===== config.mk =====
export PLATFORM = sky130hd
export DESIGN_NAME = fib_engine_flat
export DESIGN_NICKNAME = d
export VERILOG_FILES = /design/src/rtl/fib_pkg.sv /design/src/rtl/fib_if.sv /design/src/rtl/fib_datapath.sv /design/src/rtl/fib_engine.sv /design/src/flat_wrapper.sv
export SDC_FILE = /design/constraint.sdc
export NUM_CORES = 1
export LEC_CHECK = 0
export ABC_AREA = 1
export CAP_MARGIN = 20
export CORE_MARGIN = 1.5
export CORE_UTILIZATION = 43
export DETAILED_ROUTE_END_ITERATION = 12
export PLACE_DENSITY_LB_ADDON = 0.25
export SYNTH_ARGS = -nofsm -noshare
export SYNTH_HDL_FRONTEND = slang
export SYNTH_SLANG_ARGS = --single-unit

===== constraint.sdc =====
create_clock -name clk -period 2 [get_ports clk]
set_clock_uncertainty 0.2 [all_clocks]
set_input_delay 0.5 -clock clk [delete_from_list [all_inputs] [get_ports clk]]
set_output_delay 0.5 -clock clk [all_outputs]
set_load 0.02 [all_outputs]

===== src/rtl/fib_pkg.sv =====
// Shared definitions for the Fibonacci engine: state encoding, default widths
// and small decode helpers.
package fib_pkg;

  localparam int N_W_DEF = 5;
  localparam int D_W_DEF = 16;

  typedef enum logic [1:0] {
    ST_IDLE   = 2'd0,
    ST_CASE_0 = 2'd1,
    ST_CALC   = 2'd2,
    ST_FINAL  = 2'd3
  } fib_state_e;

  function automatic logic fib_is_busy(input fib_state_e s);
    return (s != ST_IDLE);
  endfunction

  function automatic logic fib_is_done(input fib_state_e s);
    return (s == ST_FINAL);
  endfunction

endpackage


===== src/rtl/fib_if.sv =====
// Request/response bundle between a requester and the Fibonacci engine.
interface fib_if #(
  parameter int N_W = 5,
  parameter int D_W = 16
) ();

  // Handshake: start is a request that is accepted only while busy=0; once
  // accepted, busy stays high until the one-cycle done pulse, during which
  // result/overflow are valid. result/overflow then hold until the next
  // accepted start. abort cancels an accepted request before done.
  logic           start;
  logic           abort;
  logic [N_W-1:0] n;
  logic           busy;
  logic           done;
  logic [D_W-1:0] result;
  logic           overflow;

  modport master (
    output start, abort, n,
    input  busy, done, result, overflow
  );

  modport slave (
    input  start, abort, n,
    output busy, done, result, overflow
  );

endinterface


===== src/rtl/fib_datapath.sv =====
// Fibonacci datapath: a/b term registers, D_W+1-bit adder and sticky overflow.
// Build with FIB_SATURATE_EN defined to clamp b to all-ones once overflow occurs.
module fib_datapath #(
  parameter int D_W = 16
) (
  input  logic           clk,
  input  logic           rst,
  input  logic           i_init,
  input  logic           i_n_zero,
  input  logic           i_step,
  output logic [D_W-1:0] o_b,
  output logic           o_ovf
);

  logic [D_W-1:0] r_a;
  logic [D_W-1:0] r_b;
  logic           r_ovf;
  logic [D_W:0]   w_sum;
  logic           w_ovf_nxt;
  logic [D_W-1:0] w_b_nxt;

  assign w_sum     = {1'b0, r_a} + {1'b0, r_b};
  assign w_ovf_nxt = r_ovf | w_sum[D_W];

`ifdef FIB_SATURATE_EN
  assign w_b_nxt = w_ovf_nxt ? {D_W{1'b1}} : w_sum[D_W-1:0];
`else
  assign w_b_nxt = w_sum[D_W-1:0];
`endif

  always_ff @(posedge clk or negedge rst) begin
    if (!rst) begin
      r_a   <= '0;
      r_b   <= '0;
      r_ovf <= 1'b0;
    end else if (i_init) begin
      // F(0) needs b=0; every other index seeds the pair (0, 1).
      r_a   <= '0;
      r_b   <= i_n_zero ? '0 : D_W'(1);
      r_ovf <= 1'b0;
    end else if (i_step) begin
      r_a   <= r_b;
      r_b   <= w_b_nxt;
      r_ovf <= w_ovf_nxt;
    end
  end

  assign o_b   = r_b;
  assign o_ovf = r_ovf;

endmodule


===== src/rtl/fib_engine.sv =====
// Fibonacci engine top: control FSM, index latch, step counter and result
// holding registers; arithmetic lives in fib_datapath (see FIB_SATURATE_EN).
module fib_engine
  import fib_pkg::*;
#(
  parameter int N_W = N_W_DEF,
  parameter int D_W = D_W_DEF
) (
  input  logic       clk,
  input  logic       rst,
  fib_if.slave       bus,
  output fib_state_e o_dbg_state
);

  fib_state_e     r_state;
  fib_state_e     w_state_nxt;
  logic [N_W-1:0] r_n;
  logic [N_W-1:0] r_count;
  logic [N_W-1:0] w_count_inc;
  logic [D_W-1:0] r_result;
  logic           r_overflow;
  logic           w_init;
  logic           w_step;
  logic           w_n_zero;
  logic [D_W-1:0] w_b;
  logic           w_ovf;

  assign w_count_inc = r_count + N_W'(1);
  assign w_n_zero    = (r_n == '0);

  always_ff @(posedge clk or negedge rst) begin
    if (!rst) begin
      r_state <= ST_IDLE;
    end else begin
      r_state <= w_state_nxt;
    end
  end

  always_comb begin
    w_state_nxt = r_state;
    w_init      = 1'b0;
    w_step      = 1'b0;
    case (r_state)
      ST_IDLE: begin
        if (bus.start) begin
          w_state_nxt = ST_CASE_0;
        end
      end
      ST_CASE_0: begin
        w_init = 1'b1;
        if (bus.abort) begin
          w_state_nxt = ST_IDLE;
        end else if (r_n <= N_W'(1)) begin
          w_state_nxt = ST_FINAL;
        end else begin
          w_state_nxt = ST_CALC;
        end
      end
      ST_CALC: begin
        // abort outranks the exit to FINAL so a cancelled run never pulses done.
        if (bus.abort) begin
          w_state_nxt = ST_IDLE;
        end else begin
          w_step = 1'b1;
          if (w_count_inc == r_n) begin
            w_state_nxt = ST_FINAL;
          end
        end
      end
      ST_FINAL: begin
        w_state_nxt = ST_IDLE;
      end
      default: begin
        w_state_nxt = ST_IDLE;
      end
    endcase
  end

  always_ff @(posedge clk or negedge rst) begin
    if (!rst) begin
      r_n     <= '0;
      r_count <= '0;
    end else begin
      if ((r_state == ST_IDLE) && bus.start) begin
        r_n <= bus.n;
      end
      if (w_init) begin
        r_count <= N_W'(1);
      end else if (w_step) begin
        r_count <= w_count_inc;
      end
    end
  end

  always_ff @(posedge clk or negedge rst) begin
    if (!rst) begin
      r_result   <= '0;
      r_overflow <= 1'b0;
    end else if (r_state == ST_FINAL) begin
      r_result   <= w_b;
      r_overflow <= w_ovf;
    end
  end

  fib_datapath #(
    .D_W (D_W)
  ) u_datapath (
    .clk      (clk),
    .rst      (rst),
    .i_init   (w_init),
    .i_n_zero (w_n_zero),
    .i_step   (w_step),
    .o_b      (w_b),
    .o_ovf    (w_ovf)
  );

  // During FINAL the fresh value is shown directly so done and result coincide.
  assign bus.busy     = fib_is_busy(r_state);
  assign bus.done     = fib_is_done(r_state);
  assign bus.result   = (r_state == ST_FINAL) ? w_b : r_result;
  assign bus.overflow = (r_state == ST_FINAL) ? w_ovf : r_overflow;
  assign o_dbg_state  = r_state;

endmodule


===== src/flat_wrapper.sv =====
// flat-port wrapper written by rule: the top's interface ports become plain ports
module fib_engine_flat import fib_pkg::*;
#(
  parameter int N_W = N_W_DEF,
  parameter int D_W = D_W_DEF
)
  (clk, rst, o_dbg_state, bus_start, bus_abort, bus_n, bus_busy, bus_done, bus_result, bus_overflow);
  fib_if #(.N_W(N_W), .D_W(D_W)) bus_i ();
  input  logic clk;
  input  logic rst;
  output fib_state_e o_dbg_state;
  input wire logic [$bits(bus_i.start)-1:0] bus_start;
  input wire logic [$bits(bus_i.abort)-1:0] bus_abort;
  input wire logic [$bits(bus_i.n)-1:0] bus_n;
  output wire logic [$bits(bus_i.busy)-1:0] bus_busy;
  output wire logic [$bits(bus_i.done)-1:0] bus_done;
  output wire logic [$bits(bus_i.result)-1:0] bus_result;
  output wire logic [$bits(bus_i.overflow)-1:0] bus_overflow;
  assign bus_i.start = bus_start;
  assign bus_i.abort = bus_abort;
  assign bus_i.n = bus_n;
  assign bus_busy = bus_i.busy;
  assign bus_done = bus_i.done;
  assign bus_result = bus_i.result;
  assign bus_overflow = bus_i.overflow;
  fib_engine #(.N_W(N_W), .D_W(D_W)) u_core (.clk(clk), .rst(rst), .bus(bus_i), .o_dbg_state(o_dbg_state));
endmodule

Yosys cells after proc, flatten, opt, wreduce, memory -nomap -nowiden --
Cells that the tools add are included.
Storage, ports and cells: register bits after elaboration 62, memories kept 0, bits in latches 0, bits in read-only memories 0, output and inout port bits 21, memory bits (writable) 0
Operators by class: bitwise gates (word level) 1, $add $sub $neg 2, div/mod/pow operators 0, $lt $le $gt $ge 1, reduce and logical (&&, ||, !) cells 6, equal/unequal tests 6, multiplexer cells 20, multiply operators 0, shift-type cells 0
Operators with widths (count):
- two-way mux 16 bit | 5
- adder 16 x 16 -> 17 bit | 1
- two-way mux 5 bit | 2
- two-way mux 1 bit | 8
- two-way mux 2 bit | 4
- one-hot mux 2 bit (4 select lines) | 1
- adder 5 x 1 -> 5 bit, second input constant | 1
- == test 5 bit | 1
- <= comparator 5 x 1 -> 1 bit, second input constant | 1
- logical NOT 5 bit | 1
- == test 2 bit, second input constant | 2
- nonzero test 2 bit | 2
- != test 3 x 2 -> 1 bit, second input constant | 1
- == test 2 x 1 -> 1 bit, second input constant | 1
- logical NOT 2 bit | 1
- != test 2 bit, second input constant | 1
- AND reduction 2 bit | 1
- logical AND 1 bit | 1
- bitwise OR 1 bit | 1

Logic depth before layout (Yosys ltp) --
Gate-level depths: netlist of run 1.
word-level depth 5, depth in mapped cells 13, depth with buffers taken out 13

Modules after synthesis --
A second synthesis of run 1 with hierarchy kept.
Second synthesis, totals: cell total of the unflattened synthesis 457, area, all modules 3438.3 um^2
Modules (own cells, without submodules):
- fib_datapath | cells an instance 296, sequential area each 825.8 um^2, times used 1, area each 2143.3 um^2
- fib_engine | cells an instance 161, sequential area each 725.7 um^2, times used 1, area each 1295.0 um^2

Worst setup path after synthesis of run 1 --
OpenSTA, ideal clock, no wires.
kind reg2out, start register u_core.r_state[1] (netlist: u_core.o_dbg_state[1]), end output port bus_overflow, stages on the path, launching flop included 4, required time 1.300 ns, setup slack -0.179 ns, arrival time 1.479 ns, cells stage by stage dfrtp_1 -> nand2_1 -> clkbuf_1 -> o21ai_0
On the way: word-level cells in the longest chain between the ends 2
RTL lines:
- from (decl) | RTL line fib_engine.sv:15 | fib_state_e r_state;
- from (signal assigned) | RTL line fib_engine.sv:35 | r_state <= w_state_nxt;
- == test 2 bit | RTL line fib_engine.sv:121 | assign bus.overflow = (r_state == ST_FINAL) ? w_ovf : r_overflow;
- two-way mux 1 bit
- to (decl) | RTL line flat_wrapper.sv:18 | output wire logic [$bits(bus_i.overflow)-1:0] bus_overflow;
Every way passes these cells.

Final worst setup path of run 1 --
start register u_core.r_state[0] (netlist: u_core.o_dbg_state[0]), end output port bus_result[14]
On the way: word-level cells in the longest chain between the ends 2
RTL lines:
- == test 2 bit | RTL line fib_engine.sv:120 | assign bus.result = (r_state == ST_FINAL) ? w_b : r_result;
- two-way mux 16 bit
- to (decl) | RTL line flat_wrapper.sv:17 | output wire logic [$bits(bus_i.result)-1:0] bus_result;
Every way passes these cells.

==> impl_metrics.csv, run 1 <==
group,metric,value,unit
sta,fmax,471,MHz
logic_synthesis,avgSynthCellArea,7.75,sq um
layout,area_growth,32.2,%
run,drv_cap,0,
pwr,swShare,31.9,%
floorplan,die_x,90.7,um
floorplan,die_y,90.7,um
pwr,pwr-share-seq,36.7,%
outcome,violations,"setup timing",
clocking,cts.clk_slew.worst_paths,0.06,ns
critical_path,crit_arrival,1.42,ns
outcome,status,"finished with violations",
sta,hold_viol,0,
clocking,cts.path.max_buffers,2,
pwr,p_clk_share,34.9,%
logic_synthesis,synth_nets,454,
critical_path,cp-start-kind,"register",
pwr,p_int,2.70,mW
hold_path,hold_class,"register to register",
layout,final_cells,584,
layout,finalNetCount,507,
pwr,p_switching,1.26,mW
route,ant_nets,0,
layout,mostFrequentLayoutCell,"nand2_1",
placed_design,io_buffers,29,
logic_synthesis,yosysWarnings,0,
pwr,ir_worst_vdd,0.673,mV
sta,slew_headroom,72.5,%
route,vias,2898,
layout,diodes,0,
logic_synthesis,ys_seq_area_share,46.9,%
clocking,cts_made_buffers,9,
clocking,cts_root_buf,"clkbuf_8",
placed_design,placed_area,3790,sq um
layout,final_cell_mix,"117 x nand2_1, 62 x dfrtp_1, 57 x inv_1, 27 x o21ai_0, 22 x a21oi_1",
critical_path,criticalPathCategory,"register to output pin",
placed_design,place_ws,-0.262,ns
logic_synthesis,ys_seq_elements,62,
layout,final_layout_size_suffix_gt1_share,22.1,%
clocking,clock-sinks,62,
sta,hold_ws,0.277,ns
route,wl,7670,um
route,first_iter_violations,116,
floorplan,ios,30,
clocking,cts_tree,"built",
floorplan,rows,31,
sta,setup_viol,18,
sta,slew_violations,0,
pwr,power_leakage,2.20,nW
sta,rsz0062_at_grt,"yes",
route,drtPass1Iterations,4,
clocking,clk_latency,0.35,ns
global_routing,antenna_found_initial,0,
logic_synthesis,synth.distinct_cells,26,
placed_design,place_inst,558,
global_routing,grt_usage,19.1,%
sta,min_period,2.12,ns
logic_synthesis,syn_inst,427,
floorplan,core_area,7330,sq um
placed_design,place_congestion,0.857,
global_routing,grt_pass1_wl,12600,um
route,routedWlPerCell,13.1,um
sta,tightestPinTransition,0.412,ns
route,drc,0,
critical_path,worstPathMaxFanout,5,
logic_synthesis,netlist_area,3310,sq um
critical_path,endpoint_kind,"output pin",
pwr,comb_power_share,28.4,%
clocking,htree_levels,3,
layout,final_util,59.7,%
global_routing,grt_max_degree,63,
floorplan,initial_utilization,45.1,%
global_routing,first_global_vias,2826,
global_routing,grt_overflow,0,
pwr,power_density,904,nW/um^2
sta,min_period_over_period,106,%
sta,layout_setup_ws,-0.121,ns
placed_design,dp_hpwl,4980,um
critical_path,crit_required,1.30,ns
route,via_per_inst,4.96,
floorplan,dieArea,8230,sq um
layout,final_area,4380,sq um
[routing by layer]
layer | wire [um] | GRT usage, % | share of wire [%] | vias up
li1 | - | - | - | 1475
met3 | 294 | 4.38 | 3.8 | 12
met2 | 3730 | 31.9 | 49 | 61
met1 | 3490 | 23.7 | 45 | 1350
met5 | 0 | 0 | 0 | -
met4 | 152 | 7.94 | 2.0 | 0
[synth_stat cells]
cell type,number,area share [%]
a21boi_0,1,0.23
a21oi_1,24,3.6
and3_1,1,0.19
buf_1,1,0.11
buf_2,1,0.15
buf_6,3,1.0
clkbuf_1,4,0.45
dfrtp_1,62,47
fa_1,1,0.60
ha_1,17,6.4
inv_1,59,6.7
inv_2,5,0.57
nand2_1,132,15
nand2_4,1,0.34
nand3_1,21,3.2
nand3_4,1,0.53
nand4_1,3,0.57
nor2_1,20,2.3
nor3_1,4,0.60
o21ai_0,46,7.0
o21ai_1,9,1.4
o21ai_2,1,0.26
o21bai_1,1,0.23
o22ai_1,7,1.3
or2_2,1,0.19
xor2_1,1,0.26
[worst paths after layout]
path / from / end / slack, ns / cells after the start
setup / recovery: u_core.o_dbg_state[0] / bus_result[14] / -0.12 / 5
hold / removal: u_core.r_result[1] / u_core.r_result[1] / 0.28 / 2
hold reg to reg: u_core.r_result[1] / u_core.r_result[1] / 0.28 / 2
setup reg to reg: u_core.u_datapath.o_b[0] / u_core.u_datapath.o_b[14] / 0.03 / 13
min in group asynchronous: rst / u_core.u_datapath.o_b[5] / 0.50 / 3
max in group asynchronous: rst / u_core.r_count[0] / 0.84 / 3
[sequential cells by signal (all words and copies together) (netlist names)]
signal                   cells
u_core.o_dbg_state           2
u_core.r_count               5
u_core.r_n                   5
u_core.r_overflow            1
u_core.r_result             16
u_core.u_datapath.o_b       16
u_core.u_datapath.o_ovf      1
u_core.u_datapath.r_a       16
[metrics by stage]
step / total power, mW / setup TNS (ns)
after floorplan: 2.12 / -0.639
after global placement: 2.48 / -3.15
after detailed placement: 2.49 / -4.16
after CTS: 3.88 / -1.05
after global routing: 4.17 / -2.21
final: 3.96 / -0.957
[power groups by stage]
stage / clock [mW] / combinational [mW] / sequential [mW]
after floorplan: 0 / 0.634 / 1.49
after global placement: 0 / 1.01 / 1.46
after detailed placement: 0 / 1.03 / 1.47
after CTS: 1.41 / 1.03 / 1.45
after global routing: 1.45 / 1.25 / 1.47
final: 1.38 / 1.12 / 1.45
[worst max-delay path: stages, from the launching register on]
cell,delay (ns)
dfrtp_1,0.40
nand2_4,0.12
buf_12,0.16
buf_6,0.12
o21ai_4,0.14
buf_6,0.14
[logic make-up after synthesis]
| kind of cell | after synthesis | share of synthesized area (%) |
|---|---|---|
| XOR/XNOR | 1 | 0.265 |
| AO/OA/AOI/OAI | 89 | 14.0 |
| adder cells (fa/ha/maj) | 18 | 7.03 |
| buffers and inverters | 73 | 9.00 |
| AND/OR/NAND/NOR | 184 | 22.8 |
| flip-flops | 62 | 46.9 |
[layout make-up]
type	instances	area (sq um)
fillers	650	2960
well taps	99	124
multi-input cells	292	1670
clock inverters	3	90.1
flip-flops and latches	62	1550
repair buffers	51	542
clock buffers	13	159
inverters	64	240
[what timing repair did]
action	CTS	global route
gates resized for setup	118	49
setup endpoints to repair	26	27
gates cloned	0	2
setup buffers	2	5
pin swaps	1	8
hold buffers	1	0
hold endpoints to repair	62	0
Power figures use the tool's default switching activity.
==> run 2: changes to the inputs <==
Settings changed: CORE_UTILIZATION 43 to 23.
==> run 2 against run 1 <==
Compared with the run above:
- the run still ends with setup timing left
- global-route usage decreased by 7.4 points
- clock power increased by 12%
- largest power group is now the clock network
- non-clock buffer count is 2 higher
- sequential share of layout area fell by 1.4 points
==> impl_metrics.csv, run 2 (synthesized netlist as in run 1, its figures left out) <==
group,metric,value,unit
global_routing,grt_pass1_wl,13500,um
clocking,htree_levels,3,
sta,slew_violations,0,
clocking,cts_tree,"built",
critical_path,worstPathMaxFanout,12,
route,drtPass1Iterations,4,
route,routedWlPerCell,12.5,um
floorplan,die_y,123,um
route,via_per_inst,4.36,
critical_path,r2r_start,"u_core.u_datapath.r_a[0]",
outcome,violations,"setup timing",
run,drv_cap,0,
sta,fmax,488,MHz
global_routing,gr-usage-met3,4.34,%
clocking,cts_root_buf,"clkbuf_16",
clocking,cts.clk_slew.worst_paths,0.05,ns
placed_design,dp_hpwl,5630,um
placed_design,place_inst,644,
global_routing,met2_usage,17.6,%
hold_path,hold_depth,2,
floorplan,ios,30,
floorplan,dieArea,15100,sq um
sta,tightestPinTransition,0.462,ns
route,first_iter_violations,98,
sta,rsz0062_at_grt,"yes",
pwr,power_density,907,nW/um^2
critical_path,cp-startpoint,"u_core.o_dbg_state[1]",
critical_path,reg2reg_depth,13,
sta,slew_headroom,69.1,%
critical_path,endpoint_kind,"output pin",
floorplan,die_x,123,um
layout,finalNetCount,509,
floorplan,rows,43,
placed_design,place_congestion,0.817,
critical_path,criticalPathCategory,"register to output pin",
layout,diodes,0,
pwr,power_leakage,2.24,nW
global_routing,busiest_layer,"met2",
route,wl,8310,um
layout,num-fill-cells,1520,
clocking,cts_made_buffers,9,
critical_path,r2r-end,"u_core.u_datapath.o_b[12]",
placed_design,io_buffers,29,
floorplan,initial_utilization,23.7,%
global_routing,grt_max_degree,63,
layout,final_cells,666,
sta,setup_viol,17,
sta,layout_setup_ws,-0.0477,ns
clocking,clock-sinks,62,
hold_path,hold_class,"register to register",
clocking,cts.path.max_buffers,2,
critical_path,rrSetupSlack,0.06,ns
critical_path,crit_required,1.30,ns
route,ant_nets,0,
route,drc,0,
global_routing,antenna_found_initial,0,
critical_path,cp-start-kind,"register",
global_routing,first_global_vias,2775,
critical_path,crit_arrival,1.35,ns
outcome,status,"finished with violations",
route,vias,2906,
sta,final.setup.tns,-0.463,ns
critical_path,endpoint,"bus_result[13]",
sta,hold_ws,0.282,ns
global_routing,grtUsageMet1,15.6,%
layout,mostFrequentLayoutCell,"nand2_1",
placed_design,placed_area,3900,sq um
sta,min_period_over_period,102,%
global_routing,grt_overflow,0,
sta,min_period,2.05,ns
layout,area_growth,37.7,%
global_routing,grt_usage,11.7,%
layout,final_layout_size_suffix_gt1_share,24.3,%
layout,final_area,4560,sq um
sta,hold_viol,0,
clocking,clk_latency,0.34,ns
layout,final_cell_mix,"114 x nand2_1, 62 x dfrtp_1, 56 x inv_1, 27 x o21ai_0, 21 x a21oi_1",
pwr,ir_worst_vdd,0.597,mV
floorplan,core_area,14000,sq um
[run 2: power by group]
| group | internal [mW] | switching (mW) | total (mW) |
|---|---|---|---|
| logic | 0.426 | 0.707 | 1.13 |
| registers | 1.37 | 0.0805 | 1.45 |
| clock network | 0.986 | 0.558 | 1.54 |
| total | 2.79 | 1.35 | 4.13 |
[run 2: final cells by class]
class | instances | area (sq um) | area share [%]
Clock buffer | 11 | 243 | 5.33
Clock inverter | 4 | 47.5 | 1.04
Inverter | 64 | 240 | 5.27
Multi-Input combinational cell | 292 | 1710 | 37.5
Sequential cell | 62 | 1550 | 34.1
Tap cell | 180 | 225 | 4.94
Timing Repair Buffer | 53 | 538 | 11.8
[run 2: worst min-delay path by stage]
stage | start | end | slack [ns]
after floorplan | rst | u_core.o_dbg_state[0] | 0.004
after global placement | u_core.u_datapath.r_a[5] | u_core.u_datapath.r_a[5] | 0.28
after detailed placement | u_core.u_datapath.r_a[15] | u_core.u_datapath.r_a[15] | 0.29
after CTS | u_core.r_result[10] | u_core.r_result[10] | 0.29
after global routing | u_core.r_result[3] | u_core.r_result[3] | 0.30
final | u_core.r_result[6] | u_core.r_result[6] | 0.28
[run 2: critical path, stage by stage, from the launching register on]
cell and delay [ns]:
dfrtp_1 0.41, nand2_4 0.14, buf_12 0.16, nand2_1 0.07, o21ai_2 0.08, buf_6 0.15
[run 2: routing by layer]
layer,vias up,wire length [um]
li1,1485,-
met1,1365,4120
met2,48,3740
met3,8,347
met4,0,97
met5,-,0
[run 2: what timing repair did]
action                                  in CTS  in global routing
gates cloned                                 0                  1
pin swaps                                    0                  8
hold buffers                                 1                  0
buffers inserted                             0                  5
endpoints found under the hold margin       62                  0
endpoints found under the setup margin      27                 26
resized for setup                          117                 66
[run 2: per-stage QoR]
| stage | util [%] | total power, mW | setup WS, ns |
|---|---|---|---|
| 5_1_grt | 32.6 | 4.38 | -0.126 |
| 3_3_place_gp | 27.9 | 2.49 | -0.255 |
| 3_5_place_dp | 27.9 | 2.50 | -0.299 |
| 2_1_floorplan | - | 2.12 | -0.0379 |
| 6_report | 32.6 | 4.13 | -0.0477 |
| 4_1_cts | 30.2 | 4.06 | -0.102 |
==> run 3: changes to the inputs <==
Settings changed: CORE_UTILIZATION 23 to 45.
==> run 3 against run 2 <==
Compared with the run above:
- maximum frequency shrank 3.0%
- clock power is 28% lower
- hold slack worse by 0.013 ns
- highest routed layer unchanged
- core utilization up 28 points
- critical endpoint is now bus_result[0]
- the flow still finishes with violations (setup timing)
==> impl_metrics.csv, run 3 (synthesized netlist as in run 1, its figures left out) <==
group,metric,value,unit
outcome,status,"finished with violations",
outcome,violations,"setup timing",
layout,final_util,60.2,%
pwr,comb_power_share,31.5,%
floorplan,rows,31,
pwr,swShare,34.5,%
clocking,cts.path.max_buffers,2,
floorplan,die_y,88.8,um
clocking,cts_made_buffers,9,
critical_path,criticalPathCategory,"register to output pin",
layout,diodes,0,
placed_design,place_congestion,0.875,
pwr,power_density,869,nW/um^2
floorplan,initial_utilization,46.1,%
critical_path,crit_buf_inv,3,
hold_path,holdPathEnd,"u_core.r_result[13]",
layout,final_area,4320,sq um
sta,final.setup.tns,-1.35,ns
pwr,ir_worst_vdd,0.709,mV
pwr,p_int,2.46,mW
global_routing,grt_pass1_wl,12500,um
clocking,cts_tree,"built",
critical_path,r2r-end,"u_core.u_datapath.o_b[6]",
pwr,p_total,3.75,mW
global_routing,grt_usage,21.0,%
sta,slew_headroom,71.0,%
sta,layout_setup_ws,-0.112,ns
critical_path,reg2reg_depth,12,
critical_path,r2r_start,"u_core.u_datapath.r_a[0]",
placed_design,place_ws,-0.173,ns
route,vias,2872,
clocking,cts_root_buf,"clkbuf_8",
pwr,power_leakage,2.20,nW
critical_path,slowest_stage,"dfrtp_1",
sta,tightestPinTransition,0.435,ns
layout,final_layout_size_suffix_gt1_share,23.4,%
layout,final_cells,586,
critical_path,critPathTopFamily,"buffers and inverters",
hold_path,min_from,"u_core.r_result[13]",
global_routing,antenna_found_initial,0,
pwr,pwr-share-seq,38.8,%
critical_path,crit_arrival,1.41,ns
sta,hold_ws,0.269,ns
layout,finalNetCount,509,
placed_design,io_buffers,29,
floorplan,dieArea,7880,sq um
route,drc,0,
route,wl,7540,um
critical_path,critical_path.max_stage_delay,0.41,ns
global_routing,first_global_vias,2755,
clocking,cts.clk_slew.worst_paths,0.07,ns
placed_design,dp_hpwl,4700,um
placed_design,placed_area,3790,sq um
global_routing,grt_max_degree,63,
sta,hold_viol,0,
route,drtPass1Iterations,4,
sta,fmax,473,MHz
layout,area_growth,30.4,%
layout,num-fill-cells,621,
sta,rsz0062_at_grt,"yes",
sta,min_period,2.11,ns
floorplan,core_area,7180,sq um
floorplan,ios,30,
route,routedWlPerCell,12.9,um
critical_path,crit_chain,"nand2_4 -> buf_12 -> clkbuf_16 -> nand2_2 -> o21ai_2 -> buf_6",
route,via_per_inst,4.90,
sta,slew_violations,0,
critical_path,cp-startpoint,"u_core.o_dbg_state[0]",
clocking,clock-sinks,62,
route,ant_nets,0,
critical_path,endpoint_kind,"output pin",
run,drv_cap,0,
sta,setup_viol,17,
critical_path,cp-start-kind,"register",
layout,mostFrequentLayoutCell,"nand2_1",
placed_design,place_inst,558,
route,first_iter_violations,113,
clocking,htree_levels,3,
layout,final_cell_mix,"112 x nand2_1, 62 x dfrtp_1, 57 x inv_1, 28 x o21ai_0, 24 x buf_4",
hold_path,hold_class,"register to register",
critical_path,rrSetupSlack,0.07,ns
hold_path,hold_depth,2,
critical_path,worstPathMaxFanout,4,
sta,min_period_over_period,106,%
pwr,p_clk_share,29.7,%
global_routing,grt_overflow,0,
floorplan,die_x,88.8,um
pwr,p_switching,1.29,mW
critical_path,crit_required,1.30,ns
clocking,clk_latency,0.34,ns
run 3: changes by cell type in the layout (fill, tap and decap cells not counted), sizes merged:
cell	change
clkbuf	+1
clkinv	+1
clkinvlp	-1
run 3: metal layers:
layer  up-vias  share of wire (%)  global-route usage (%)
met1      1330                 47                    26.7
met4         0                2.0                    9.23
met2        54                 48                    34.8
li1       1474                  -                       -
met5         -                  0                       0
met3        14                3.6                    4.10
run 3: power by group through the flow:
stage               sequential (mW)  clock, mW  combinational (mW)
floorplan                      1.49          0               0.634
global placement               1.46          0                1.01
detailed placement             1.47          0                1.02
CTS                            1.45       1.15                1.10
global route                   1.47       1.20                1.30
finish                         1.46       1.11                1.18
run 3: final cells by class:
class / count / area [sq um] / share of cell area, %
repair buffers: 53 / 552 / 12.8
well taps: 99 / 124 / 2.87
clock inverters: 4 / 45.0 / 1.04
multi-input cells: 292 / 1650 / 38.2
clock buffers: 12 / 155 / 3.59
inverters: 64 / 240 / 5.57
flip-flops and latches: 62 / 1550 / 35.9
run 3: worst min-delay path: stages, from the launching register on:
cell,delay [ns]
dfrtp_1,0.32
nand2_1,0.06
o21ai_2,0.06
run 3: what timing repair did:
action	in CTS	in global routing
endpoints found under the setup margin	25	26
resized for setup	106	56
pin swaps	2	5
gates cloned	2	1
hold endpoints to repair	62	0
hold buffers	1	0
buffers inserted	2	7
run 3: worst max-delay path by stage:
stage	to	cells after the start
floorplan	bus_result[10]	3
finish	bus_result[0]	6
global placement	bus_result[10]	5
detailed placement	bus_result[10]	5
global route	bus_result[7]	6
CTS	bus_result[12]	4
==> RTL change 1 (flow settings as in run 1) <==
Add a define of `FIB_SATURATE_EN`.
--- a/src/rtl/fib_datapath.sv
+++ b/src/rtl/fib_datapath.sv
@@ -1,4 +1,6 @@
 // Fibonacci datapath: a/b term registers, D_W+1-bit adder and sticky overflow.
 // Build with FIB_SATURATE_EN defined to clamp b to all-ones once overflow occurs.
+`define FIB_SATURATE_EN
+
 module fib_datapath #(
   parameter int D_W = 16
Check against the original RTL: no difference found for any inputs over 10 cycles, from zero or initial values and one cycle with rst low; that may be too few to reach the edited logic, so the function may still have changed.
==> RTL change 1 against run 1 <==
The run still ends with setup timing left. Sequential cell count unchanged. Sequential power increased by 8%. Clock power shrank 24%. Power is 10% higher. Setup slack better by 0.069 ns. Wire length rose by 15%. Via count increased by 12%. Final area increased by 14%. Synthesized area up 8.1%. Sequential share of layout area shrank 4.3 points. Register-to-register slack got worse by 0.02 ns. Critical path type unchanged. Critical endpoint is now bus_result[8]. Largest cell class unchanged.
==> RTL change 1: results <==
export IMPL_synth_cell_types=30
export IMPL_grt_pass1_vias=3149
export IMPL_grt_use_met3=0.0437
export IMPL_cpPeakStageDelay_ns=0.41
export IMPL_peakVddDrop_mv=0.802
export IMPL_critical_path_top_delay_family="flip-flops"
export IMPL_drt_wirelength_per_cell_um=13.5
export IMPL_diodes=0
export IMPL_synthesis_nets=503
export IMPL_max_slew_worst_pin_slew_ns=0.372
export IMPL_grt_util_met1=0.261
export IMPL_cp_slowest_cell="dfrtp_1"
export IMPL_hpwl_um=5800
export IMPL_cellLeakagePower_nw=2.62
export IMPL_grt_use_met2=0.362
export IMPL_io_buffers=29
export IMPL_fillers=682
export IMPL_fin_ws_ns=-0.0517
export IMPL_nets=575
export IMPL_setup_viol=18
export IMPL_cts_root_buffer="clkbuf_8"
export IMPL_yosysSeqAreaShare=0.434
export IMPL_status="complete, but fails checks"
export IMPL_drt_initial_drc_count=111
export IMPL_holdWs_ns=0.282
export IMPL_grt_util_all_layers=0.208
export IMPL_setup_tns_ns=-0.649
export IMPL_gp_congestion=0.875
export IMPL_layout_drive_gt1_share=0.309
export IMPL_grt_pass1_wl_um=14400
export IMPL_r2r_slack_ns=0.01
export IMPL_vias_per_cell=4.98
export IMPL_violations="setup timing"
export IMPL_synth_area_top_cells="dfrtp_1 (43%), nand2_1 (17%), inv_1 (7.9%)"
export IMPL_synth_top_cells_by_count="nand2_1 (163), inv_1 (75), dfrtp_1 (62)"
export IMPL_path_max_fanout=13
export IMPL_placed_area_um2=4230
export IMPL_cellPowerDensity_nw_per_um2=876
export IMPL_swShare=0.360
-- RTL change 1: worst paths after layout --
path,startpoint,endpoint,cells past startpoint
worst min-delay path,u_core.r_result[0],u_core.r_result[0],2
min in group asynchronous,rst,u_core.r_result[3],3
worst max-delay path,u_core.o_dbg_state[1],bus_result[8],5
max in group asynchronous,rst,u_core.r_n[2],3
worst min register to register,u_core.r_result[0],u_core.r_result[0],2
worst max register to register,u_core.u_datapath.o_b[0],u_core.u_datapath.o_b[1],10
-- RTL change 1: metrics by stage --
| step | power (mW) | instances |
|---|---|---|
| after detailed placement | 3.09 | 628 |
| final | 4.36 | 655 |
| after CTS | 4.24 | 646 |
| after global routing | 4.63 | 655 |
| after floorplan | 2.38 | 476 |
| after global placement | 3.05 | 628 |
-- RTL change 1: final cells by class --
type / instances / share of cell area
Tap cell: 105 / 0.0264
Timing Repair Buffer: 71 / 0.144
Clock buffer: 11 / 0.0284
Multi-Input combinational cell: 327 / 0.424
Sequential cell: 62 / 0.312
Clock inverter: 2 / 0.00704
Inverter: 77 / 0.0581
-- RTL change 1: power groups by stage --
stage | registers [mW] | clock network (mW) | logic (mW)
floorplan | 1.58 | 0 | 0.804
global placement | 1.56 | 0 | 1.50
detailed placement | 1.57 | 0 | 1.52
CTS | 1.55 | 1.07 | 1.62
global route | 1.58 | 1.13 | 1.92
finish | 1.56 | 1.05 | 1.75
-- RTL change 1: worst min-delay path, stage by stage (launching register included) --
cell and delay [ns]:
dfrtp_1 0.32, nand2_1 0.06, o21ai_2 0.07
-- RTL change 1: layer usage --
metal	vias up	wire, um
li1	1640	-
met1	1564	4010
met2	44	4470
met3	12	237
met4	0	110
met5	-	0
-- RTL change 1: cell families after synthesis --
kind of cell	synth area share
and+or+nand+nor	0.297
buffers and inverters	0.0976
AOI/OAI and AO/OA	0.0966
DFF	0.434
adders and majority gates	0.0651
xor gates and xnor gates	0.00980
-- RTL change 1: what timing repair did --
action / in CTS / in global routing
setup buffers: 2 / 8
gates cloned: 2 / 1
endpoints found under the setup margin: 37 / 36
endpoints found under the hold margin: 62 / 0
hold buffers: 1 / 0
pin swaps: 12 / 21
resized for setup: 162 / 71
==> RTL change 2 (flow settings as in run 1) <==
Made on the original files. Make the reset (`rst`) synchronous in 4 clocked blocks.
--- a/src/rtl/fib_datapath.sv
+++ b/src/rtl/fib_datapath.sv
@@ -29,5 +29,5 @@
 `endif
 
-  always_ff @(posedge clk or negedge rst) begin
+  always_ff @(posedge clk) begin
     if (!rst) begin
       r_a   <= '0;
--- a/src/rtl/fib_engine.sv
+++ b/src/rtl/fib_engine.sv
@@ -29,5 +29,5 @@
   assign w_n_zero    = (r_n == '0);
 
-  always_ff @(posedge clk or negedge rst) begin
+  always_ff @(posedge clk) begin
     if (!rst) begin
       r_state <= ST_IDLE;
@@ -77,5 +77,5 @@
   end
 
-  always_ff @(posedge clk or negedge rst) begin
+  always_ff @(posedge clk) begin
     if (!rst) begin
       r_n     <= '0;
@@ -93,5 +93,5 @@
   end
 
-  always_ff @(posedge clk or negedge rst) begin
+  always_ff @(posedge clk) begin
     if (!rst) begin
       r_result   <= '0;
Function: differs if rst is asserted again (counterexample within 4 cycles, from zero or initial values and one cycle with rst low); with rst held inactive, the same outputs for 10 cycles.
==> RTL change 2 against run 1 <==
The run still ends with setup timing left. Count of clock-buffer cells in the layout down 4. Final area increased by 13%. Synthesized area increased by 1.4%. Setup slack got worse by 0.032 ns. Sequential cell count did not move. Fmax is 1.5% lower. Final cell count rose by 24%. Wire length grew 25%. Non-clock buffer count rose by 63. Synthesized cell count increased by 19%. Worst hold slack better by 0.023 ns.
Power is not compared: it rests on default switching activity, and its combinational part moved more than twofold at a synthesized area within 25%.
==> RTL change 2: results <==
export IMPL_yosysSeqAreaShare=0.370
export IMPL_path_max_fanout=17
export IMPL_hpwl_um=5940
export IMPL_grt_start_max_net_pins=22
export IMPL_synth_compound_area_share=0.126
export IMPL_wl_met3_um=334
export IMPL_arrival_ns=2.24
export IMPL_wl_met1_um=4090
export IMPL_met2_wirelength_um=4840
export IMPL_setup_viol=21
export IMPL_synth_xor_area_frac=0.00783
export IMPL_grt_util_all_layers=0.243
export IMPL_status="complete, but fails checks"
export IMPL_placed_area_um2=4010
export IMPL_synthAdderAreaFrac=0.0693
export IMPL_fin_ws_ns=-0.153
export IMPL_fillers=665
export IMPL_grt_pass1_wl_um=16000
export IMPL_synth_top_cells_by_count="nand2_1 (109), nor2_1 (80), inv_1 (71)"
export IMPL_synthesis_nets=535
export IMPL_drt_initial_drc_count=151
export IMPL_routed_wl_um=9600
export IMPL_violations="setup timing"
export IMPL_nets=647
export IMPL_grt_pass1_vias=3503
export IMPL_synth_cell_types=27
export IMPL_relSlewSlack=0.728
export IMPL_vias=3634
export IMPL_gp_congestion=0.857
export IMPL_async_flop_share=0
export IMPL_layout_drive_gt1_share=0.315
==> RTL change 2: changes by cell type after synthesis, sizes merged, moves of 4 or more <==
cell,run 1,this run
or2,1,20
a21oi,24,30
dfxtp,0,62
inv,64,74
dfrtp,62,0
nand2,133,111
clkbuf,4,8
o21ai,56,46
nand3,22,28
nor2,20,80
o22ai,7,2
==> RTL change 2: what timing repair did <==
item	in CTS	in global routing
setup endpoints to repair	23	30
pin swaps	5	7
gates resized for setup	176	42
gates cloned	1	0
buffers inserted	49	6
==> RTL change 2: cell type report <==
class                   instances  area (um2)  share of cell area
clock inverters                 7        73.8              0.0150
flip-flops and latches         62        1250               0.254
clock buffers                   9         124              0.0251
multi-input cells             358        2040               0.415
well taps                     102         128              0.0259
inverters                      75         284              0.0576
repair buffers                114        1020               0.208
==> RTL change 2: critical path, stage by stage, from the launching register on <==
cell,delay [ns]
dfxtp_2,0.34
nand2_4,0.08
buf_6,0.28
o21ai_2,0.11
buf_4,0.14
buf_4,0.12
buf_4,0.12
buf_4,0.12
buf_4,0.12
buf_4,0.12
buf_4,0.12
buf_4,0.13
nor2_1,0.07
==> RTL change 2: stage by stage <==
step | setup slack, ns | cells
detailed placement | -0.308 | 659
finish | -0.153 | 727
global route | -0.205 | 727
CTS | -0.166 | 724
global placement | -0.254 | 659
floorplan | 0.0208 | 508
==> RTL change 2: final timing paths <==
check,from,to,slack (ns),depth (start not counted)
max,u_core.o_dbg_state[1],u_core.r_result[12],-0.15,12
min,u_core.u_datapath.o_ovf,u_core.u_datapath.o_ovf,0.30,2
max reg2reg,u_core.o_dbg_state[1],u_core.r_result[12],-0.15,12
min reg2reg,u_core.u_datapath.o_ovf,u_core.u_datapath.o_ovf,0.30,2
==> RTL change 2: power by group <==
| group | total, mW | internal (mW) | switching (mW) |
|---|---|---|---|
| Combinational | 0.501 | 0.255 | 0.246 |
| Clock | 1.13 | 0.579 | 0.555 |
| Sequential | 1.31 | 1.27 | 0.0323 |
| Total | 2.94 | 2.11 | 0.833 |
==> RTL change 2: cell families after synthesis <==
kind of cell / after synthesis
fa+ha+maj: 18
xor+xnor: 3
simple gates: 255
compound gates: 82
buf+inv: 88
flops: 62
==> RTL change 2: metal layers <==
layer  track usage  vias to the layer above
met1         0.273                     1677
met5             0                        -
met3        0.0528                       32
met4         0.115                        0
li1              -                     1838
met2         0.434                       87
